==> src/rtl/key_chunk_dispatcher.sv <==
// Round-robin dispatcher of contiguous key-range chunks to idle cracking cores; one grant per cycle.
// Latency: req sampled at edge M yields a registered grant pulse after M. No backpressure: idle cores wait on req.
module key_chunk_dispatcher #(
    parameter int                      NUM_CORES    = 4,
    parameter int                      KEY_WIDTH    = 22,
    parameter int                      CHUNK_BITS   = 16,
    parameter logic [KEY_WIDTH-1:0]    BEGIN_SEARCH = 22'h000000,
    parameter logic [KEY_WIDTH-1:0]    END_SEARCH   = 22'h3FFFFF
) (
    input  logic                    clk,
    input  logic                    reset_n,
    input  logic                    start,
    input  logic                    stop,
    input  logic [NUM_CORES-1:0]    core_req,
    output logic [NUM_CORES-1:0]    grant,
    output logic [KEY_WIDTH-1:0]    chunk_base,
    output logic [KEY_WIDTH-1:0]    chunk_end,
    output logic                    busy,
    output logic                    done,
    output logic                    exhausted,
    output logic [15:0]             chunks_issued
);

    localparam int PTR_W = (NUM_CORES > 1) ? $clog2(NUM_CORES) : 1;
    localparam logic [KEY_WIDTH:0] CHUNK_SIZE = {{KEY_WIDTH{1'b0}}, 1'b1} << CHUNK_BITS;
    localparam logic [KEY_WIDTH:0] CHUNK_MAX  = CHUNK_SIZE - 1'b1;
    localparam logic [KEY_WIDTH:0] END_EXT    = {1'b0, END_SEARCH};

    typedef enum logic [1:0] {
        S_IDLE,
        S_RUN,
        S_STOPPED,
        S_EXHAUSTED
    } state_t;

    state_t                 state;
    state_t                 state_nxt;
    logic [KEY_WIDTH:0]     next_base;
    logic [PTR_W-1:0]       rr_ptr;
    logic [NUM_CORES-1:0]   eligible;
    logic [NUM_CORES-1:0]   rotated;
    logic [NUM_CORES-1:0]   pick_onehot;
    logic                   pick_vld;
    int                     pick_idx;
    logic [PTR_W-1:0]       pick_ptr_nxt;
    logic [KEY_WIDTH:0]     end_sum;
    logic [KEY_WIDTH-1:0]   end_clip;
    logic                   last_chunk;
    logic                   do_grant;
    logic                   do_init;

    // Masking the live grant keeps a core from being re-granted while it still sees its pulse.
    always_comb begin
        eligible = core_req & ~grant;
        rotated  = NUM_CORES'({eligible, eligible} >> rr_ptr);
        pick_vld = 1'b0;
        pick_idx = 0;
        for (int i = 0; i < NUM_CORES; i++) begin
            if (!pick_vld && rotated[i]) begin
                pick_vld = 1'b1;
                pick_idx = (int'(rr_ptr) + i) % NUM_CORES;
            end
        end
        pick_onehot  = pick_vld ? (NUM_CORES'(1) << pick_idx) : '0;
        pick_ptr_nxt = PTR_W'((pick_idx + 1) % NUM_CORES);
    end

    // One extra bit of headroom so the chunk sum never wraps past the top of the key space.
    always_comb begin
        end_sum    = next_base + CHUNK_MAX;
        end_clip   = (end_sum > END_EXT) ? END_SEARCH : end_sum[KEY_WIDTH-1:0];
        last_chunk = (end_clip == END_SEARCH);
        do_grant   = (state == S_RUN) && !stop && pick_vld;
        do_init    = start && (state != S_RUN);
    end

    always_ff @(posedge clk or negedge reset_n) begin
        if (!reset_n) begin
            state <= S_IDLE;
        end else begin
            state <= state_nxt;
        end
    end

    always_comb begin
        state_nxt = state;
        case (state)
            S_RUN: begin
                if (stop) begin
                    state_nxt = S_STOPPED;
                end else if (do_grant && last_chunk) begin
                    state_nxt = S_EXHAUSTED;
                end
            end
            default: begin
                if (start) begin
                    state_nxt = S_RUN;
                end
            end
        endcase
    end

    always_ff @(posedge clk or negedge reset_n) begin
        if (!reset_n) begin
            grant         <= '0;
            chunk_base    <= '0;
            chunk_end     <= '0;
            chunks_issued <= '0;
            next_base     <= {1'b0, BEGIN_SEARCH};
            rr_ptr        <= '0;
        end else begin
            grant <= do_grant ? pick_onehot : '0;
            if (do_init) begin
                next_base     <= {1'b0, BEGIN_SEARCH};
                rr_ptr        <= '0;
                chunks_issued <= '0;
            end else if (do_grant) begin
                chunk_base <= next_base[KEY_WIDTH-1:0];
                chunk_end  <= end_clip;
                rr_ptr     <= pick_ptr_nxt;
                next_base  <= next_base + CHUNK_SIZE;
                if (chunks_issued != 16'hFFFF) begin
                    chunks_issued <= chunks_issued + 16'd1;
                end
            end
        end
    end

    assign busy      = (state == S_RUN);
    assign done      = (state == S_STOPPED) || (state == S_EXHAUSTED);
    assign exhausted = (state == S_EXHAUSTED);

endmodule
==> config.mk <==
export PLATFORM = sky130hd
export DESIGN_NAME = key_chunk_dispatcher
export DESIGN_NICKNAME = d
export VERILOG_FILES = /design/src/rtl/key_chunk_dispatcher.sv
export SDC_FILE = /design/constraint.sdc
export NUM_CORES = 1
export LEC_CHECK = 0
export BUFFER_PORTS_ARGS = -buffer_cell sky130_fd_sc_hd__buf_2
export CAP_MARGIN = 20
export CORE_ASPECT_RATIO = 0.7
export CORE_UTILIZATION = 25
export CTS_BUF_LIST = sky130_fd_sc_hd__clkbuf_8 sky130_fd_sc_hd__clkbuf_16
export DETAILED_ROUTE_END_ITERATION = 10
export SLEW_MARGIN = 10
export SYNTH_ARGS = -nofsm -noshare
export SYNTH_HDL_FRONTEND = slang
export SYNTH_SLANG_ARGS = --single-unit
==> constraint.sdc <==
create_clock -name clk -period 4.3 [get_ports clk]
set_input_delay 0.43 -clock clk [delete_from_list [all_inputs] [get_ports clk]]
set_output_delay 0.43 -clock clk [all_outputs]
set_load 0.01 [all_outputs]
Word-level counts from Yosys, hierarchy flattened

Cells that the tools add are included.

Input port bits: 8
Word-level logic and storage cells: 73
Register bits: 91

Add/sub/neg operators: 7
Bitwise gates (word level): 6
Order comparisons: 1
Reduce and logical (&&, ||, !) cells: 21
Shift operators: 2
Equality and inequality tests: 7
Muxes and demuxes: 22

Operators by type and width:

| cell                                                  | count |
|---|---|
| 2-to-1 mux 32 bit                                     | 3 |
| 2-to-1 mux 16 bit                                     | 3 |
| 2-to-1 mux 23 bit                                     | 2 |
| left shift 1 x 32 -> 4 bit (first input constant)     | 1 |
| adder 23 x 16 -> 23 bit (second input constant)       | 1 |
| adder 23 x 17 -> 23 bit (second input constant)       | 1 |
| > comparator 23 x 22 -> 1 bit (second input constant) | 1 |
| equality test 22 bit (second input constant)          | 1 |
| 2-to-1 mux 22 bit                                     | 1 |
| adder 16 x 1 -> 16 bit (second input constant)        | 1 |
| inequality test 16 bit (second input constant)        | 1 |
| 2-to-1 mux 2 bit                                      | 7 |
| 2-to-1 mux 4 bit                                      | 2 |
| right shift 8 x 2 -> 4 bit                            | 1 |
| logical AND 1 bit                                     | 7 |
| adder 2 bit (second input constant)                   | 3 |
| AND reduction 2 bit                                   | 3 |
| nonzero test 2 bit                                    | 3 |
| OR reduction 2 bit                                    | 3 |
| bitwise AND 4 bit                                     | 1 |
| equality test 2 bit (second input constant)           | 2 |
| logical NOT 1 bit                                     | 4 |
| 2-to-1 mux 1 bit                                      | 4 |
| inverter 4 bit                                        | 1 |
| other kinds (7)                                       | 9 |

Logic depth before layout (Yosys ltp)

Word-level depth: 18
Mapped depth: 7
Depth with buffers taken out: 7

Worst setup path after synthesis

Ideal clock, no wire load.

Path kind: input to register
Start: input core_req[3]
End: register rr_ptr[1]
Data required time: 4.217 ns
Arrival time: 1.801 ns
Cell stages on the path: 6
Path buffers: 0
Setup slack: 2.416 ns
Cell sequence: nor2b_1 -> o21ai_0 -> a221oi_1 -> inv_1 -> ha_1 -> o21ai_0

Word-level cells in the longest chain between the ends: 15
Elaborated cells on any way between the ends: 21
Those cells by class: add/sub (1); shift (1); mux (10); bitwise (1); reduce/logical (8)

RTL lines:

| item                           | line | text |
|---|---|---|
| start: declaration             | 14   | `input logic [NUM_CORES-1:0] core_req,` |
| bitwise AND 4 bit (*)          | 54   | `eligible = core_req & ~grant;` |
| right shift 8 x 2 -> 4 bit (*) | 55   | `rotated = NUM_CORES'({eligible, eligible} >> rr_ptr);` |
| 2-to-1 mux 1 bit               | 59   | `if (!pick_vld && rotated[i]) begin` |
| logical NOT 1 bit              | 59   |  |
| logical AND 1 bit              | 59   |  |
| 2-to-1 mux 1 bit               | 59   |  |
| logical NOT 1 bit              | 59   |  |
| logical AND 1 bit              | 59   |  |
| 2-to-1 mux 1 bit               | 59   |  |
| logical NOT 1 bit              | 59   |  |
| logical AND 1 bit              | 59   |  |
| 2-to-1 mux 32 bit              | 59   |  |
| adder 2 bit                    | 65   | `pick_ptr_nxt = PTR_W'((pick_idx + 1) % NUM_CORES);` |
| 2-to-1 mux 2 bit               | 117  | `end else if (do_grant) begin` |
| 2-to-1 mux 2 bit               | 113  | `if (do_init) begin` |
| end signal: assignment         | 120  | `rr_ptr <= pick_ptr_nxt;` |
| end: declaration               | 39   | `logic [PTR_W-1:0] rr_ptr;` |

Every way passes the cells marked *; elsewhere a longest branch is shown, timed or not. The select of a mux whose other input is x is not followed.
A chain may end at the register's enable or synchronous reset.

Worst setup path in the final report

Start: register grant[3]
End: register rr_ptr[1]

Word-level cells in the longest chain between the ends: 16
Elaborated cells on any way between the ends: 22
Those cells by class: add/sub (1); shift (1); mux (10); bitwise (2); reduce/logical (8)

RTL lines:

| item                           | line | text |
|---|---|---|
| start: declaration             | 15   | `output logic [NUM_CORES-1:0] grant,` |
| start signal: assignment       | 112  | `grant <= do_grant ? pick_onehot : '0;` |
| inverter 4 bit (*)             | 54   |  |
| bitwise AND 4 bit (*)          | 54   |  |
| right shift 8 x 2 -> 4 bit (*) | 55   |  |
| 2-to-1 mux 1 bit               | 59   |  |
| logical NOT 1 bit              | 59   |  |
| logical AND 1 bit              | 59   |  |
| 2-to-1 mux 1 bit               | 59   |  |
| logical NOT 1 bit              | 59   |  |
| logical AND 1 bit              | 59   |  |
| 2-to-1 mux 1 bit               | 59   |  |
| logical NOT 1 bit              | 59   |  |
| logical AND 1 bit              | 59   |  |
| 2-to-1 mux 32 bit              | 59   |  |
| adder 2 bit                    | 65   |  |
| 2-to-1 mux 2 bit               | 117  |  |
| 2-to-1 mux 2 bit               | 113  |  |

Marks and branches as above.

==> impl_metrics.ini <==
[outcome]
outcome = completed

[synthesis]
synth-seq-cells = 45
synthTopCellsByCount = dfrtp_1 (45), nand2_1 (45), buf_4 (30)
syn_inst = 272
synth.avg_cell_area_um2 = 9.21
synth_area_leader_cell = dfrtp_1
dominantRegCellSynth = dfrtp_1
yosys.area.top_type_share = 0.449
synth-edff-count = 0
ys_warn_count = 0
syn_area_um2 = 2510
ys_seq_area_frac = 0.449
synth.area.top_cells = dfrtp_1 (45%), buf_4 (9.0%), nand2_1 (6.7%)
synthArstFlopShare = 1.00
synth.distinct_cells = 41

[flow_run]
drv_cap = 0

[placed_design]
routabilityCongestion = 0.880
detailed_place_hpwl_um = 4140
portBuffers = 58
dpl_worst_slack_ns = 1.98

[finish]
fin_nets = 330
drive_above_1_share = 0.240
fin_util = 0.305
insertedDiodeCount = 0
area_growth_pct = 18.2

[floorplanning]
floorplan.initialDensity = 0.258
die_area_um2 = 10400
rows = 30
design.core.area_um2 = 9720
die_w_um = 122
fp.dieH_um = 85.8
ios = 75

[sta]
max_clock_freq_ghz = 0.456
post-route-period-util = 0.510
grt_setup_unrepaired = no
setup-tns-final_ns = 0
slew_headroom = 0.453
finClkSkew_ns = 0.00591
final_hold_viol_count = 0
hold_ws_ns = 0.0103
worst_slew_pin_slew_ns = 0.821
setup_viol = 0
drv_slew = 0
fin_ws_ns = 2.11
min_period_ns = 2.19

[grt]
globalRouteTotalUtil = 0.118
grt_max_degree = 46
grt_pass1_wl_um = 9540
grt_pass1_vias = 1822
grt_antenna_before_repair = 0
overflow = 0

[cts]
htree_levels = 2
clockRootBuffer = clkbuf_16
cts_buffers = 5
clk-insertion-delay-late_ns = 0.28
ctsHoldBuffers = 0
cts_tree = built
ctsLongestPathBuffers = 2
post-cts-setup-buffers = 0
path_clk_slew_ns = 0.07
clock-sinks = 45
post_cts_resized = 0

[critical_path]
crit-reg2reg-launch = grant[3]
setup.worst_path.end = rr_ptr[1]
endpoint_kind = register
reg2reg_to = rr_ptr[1]
critPathLaunchType = register
crit_required_ns = 4.50
r2r_slack_ns = 2.11
critPathKind = reg2reg
crit_start = grant[3]
crit_fanout = 4
arrival_ns = 2.39
worstRegToRegCells = 6

[routing]
drc = 0
postRouteAntennaNets = 0
viasPerCell = 4.53
drt_iter0_drc = 220
postRouteWirelength_um = 5870
wl_per_cell_um = 13.2
route.met2.wl_um = 2470
dr.pass1.iters = 4
highest_layer = met4
wl_met1_um = 2810
wl_met3_um = 548
via_count = 2016

[power]
cellPowerDensity_nw_per_um2 = 476
ir_worst_vdd_mv = 0.184
p_leak_nw = 1.48

[worst_hold_path]
hp-class = in2async
per-layer routing:
metal | up-vias | global-route usage
li1 | 977 | -
met1 | 962 | 0.168
met2 | 72 | 0.168
met3 | 5 | 0.0445
met4 | 0 | 0.0281
met5 | - | 0
cell usage in the layout, fill, tap and decap left out, drive strengths merged, types with 3 or more instances in the layout:
cell type and count:
buf 60, nand2 45, dfrtp 45, nor2 19
conb 16, o21ai 14, a21oi 12, nand4 11
nand3 11, nand2b 8, and2 8, inv 6
ha 6, clkbuf 6, mux2i 5, xor2 4
a221oi 3, and3 3, or3 3, a31o 3
where the power goes:
part / switching [mW] / internal [mW] / leakage, nW / total [mW]
Clock: 0.162 / 0.290 / 0.0831 / 0.452
Sequential: 0.0795 / 0.486 / 0.603 / 0.566
Combinational: 0.247 / 0.145 / 0.798 / 0.391
state kept, by name, summed over array words and instances (netlist names):
name,cells
state,2
chunk_base,6
chunks_issued,16
chunk_end,8
rr_ptr,2
grant,4
next_base,7
metrics by stage:
| step | cells | power, mW | area [um^2] |
|---|---|---|---|
| 4_1_cts | 444 | 1.43 | 2940 |
| 2_1_floorplan | 287 | 0.834 | 2560 |
| 3_3_place_gp | 436 | 0.953 | 2770 |
| 3_5_place_dp | 436 | 0.966 | 2770 |
| 6_report | 445 | 1.41 | 2960 |
| 5_1_grt | 445 | 1.50 | 2960 |
cell type report:
type	count	area (um^2)
clock buffer	6	139
tap	128	160
clock inverter	2	37.5
timing repair buffer	60	318
inverter	6	22.5
sequential	45	1130
multi-input combinational	198	1160
fill	1010	6760
cells by family after synthesis:
logic type | count (synthesis) | share of synthesized area
AND/OR/NAND/NOR | 121 | 0.246
flip-flops | 45 | 0.449
AO/OA/AOI/OAI | 44 | 0.121
buffers and inverters | 44 | 0.111
adder cells (fa/ha/maj) | 6 | 0.0300
XOR/XNOR | 6 | 0.0210
multiplexers | 5 | 0.0200
other | 1 | 0.00150
critical path: stages (launching register included):
cell and delay [ns]:
dfrtp_1 0.40, nor2b_1 0.36, o21ai_0 0.16, a221oi_1 0.57
inv_1 0.14, ha_1 0.31, o21ai_0 0.17
how the worst min path moves through the flow:
| stage | end | startpoint | slack [ns] | cells after the start |
|---|---|---|---|---|
| 2_1_floorplan | chunk_base[16] | reset_n | 0.13 | 0 |
| 3_3_place_gp | chunk_end[20] | chunk_end[20] | 0.45 | 2 |
| 6_report | chunks_issued[6] | reset_n | 0.01 | 1 |
| 4_1_cts | chunks_issued[6] | reset_n | 0.38 | 1 |
| 3_5_place_dp | chunk_end[20] | chunk_end[20] | 0.45 | 2 |
| 5_1_grt | chunks_issued[0] | reset_n | 0.02 | 1 |
(Power assumes the default switching activity.)
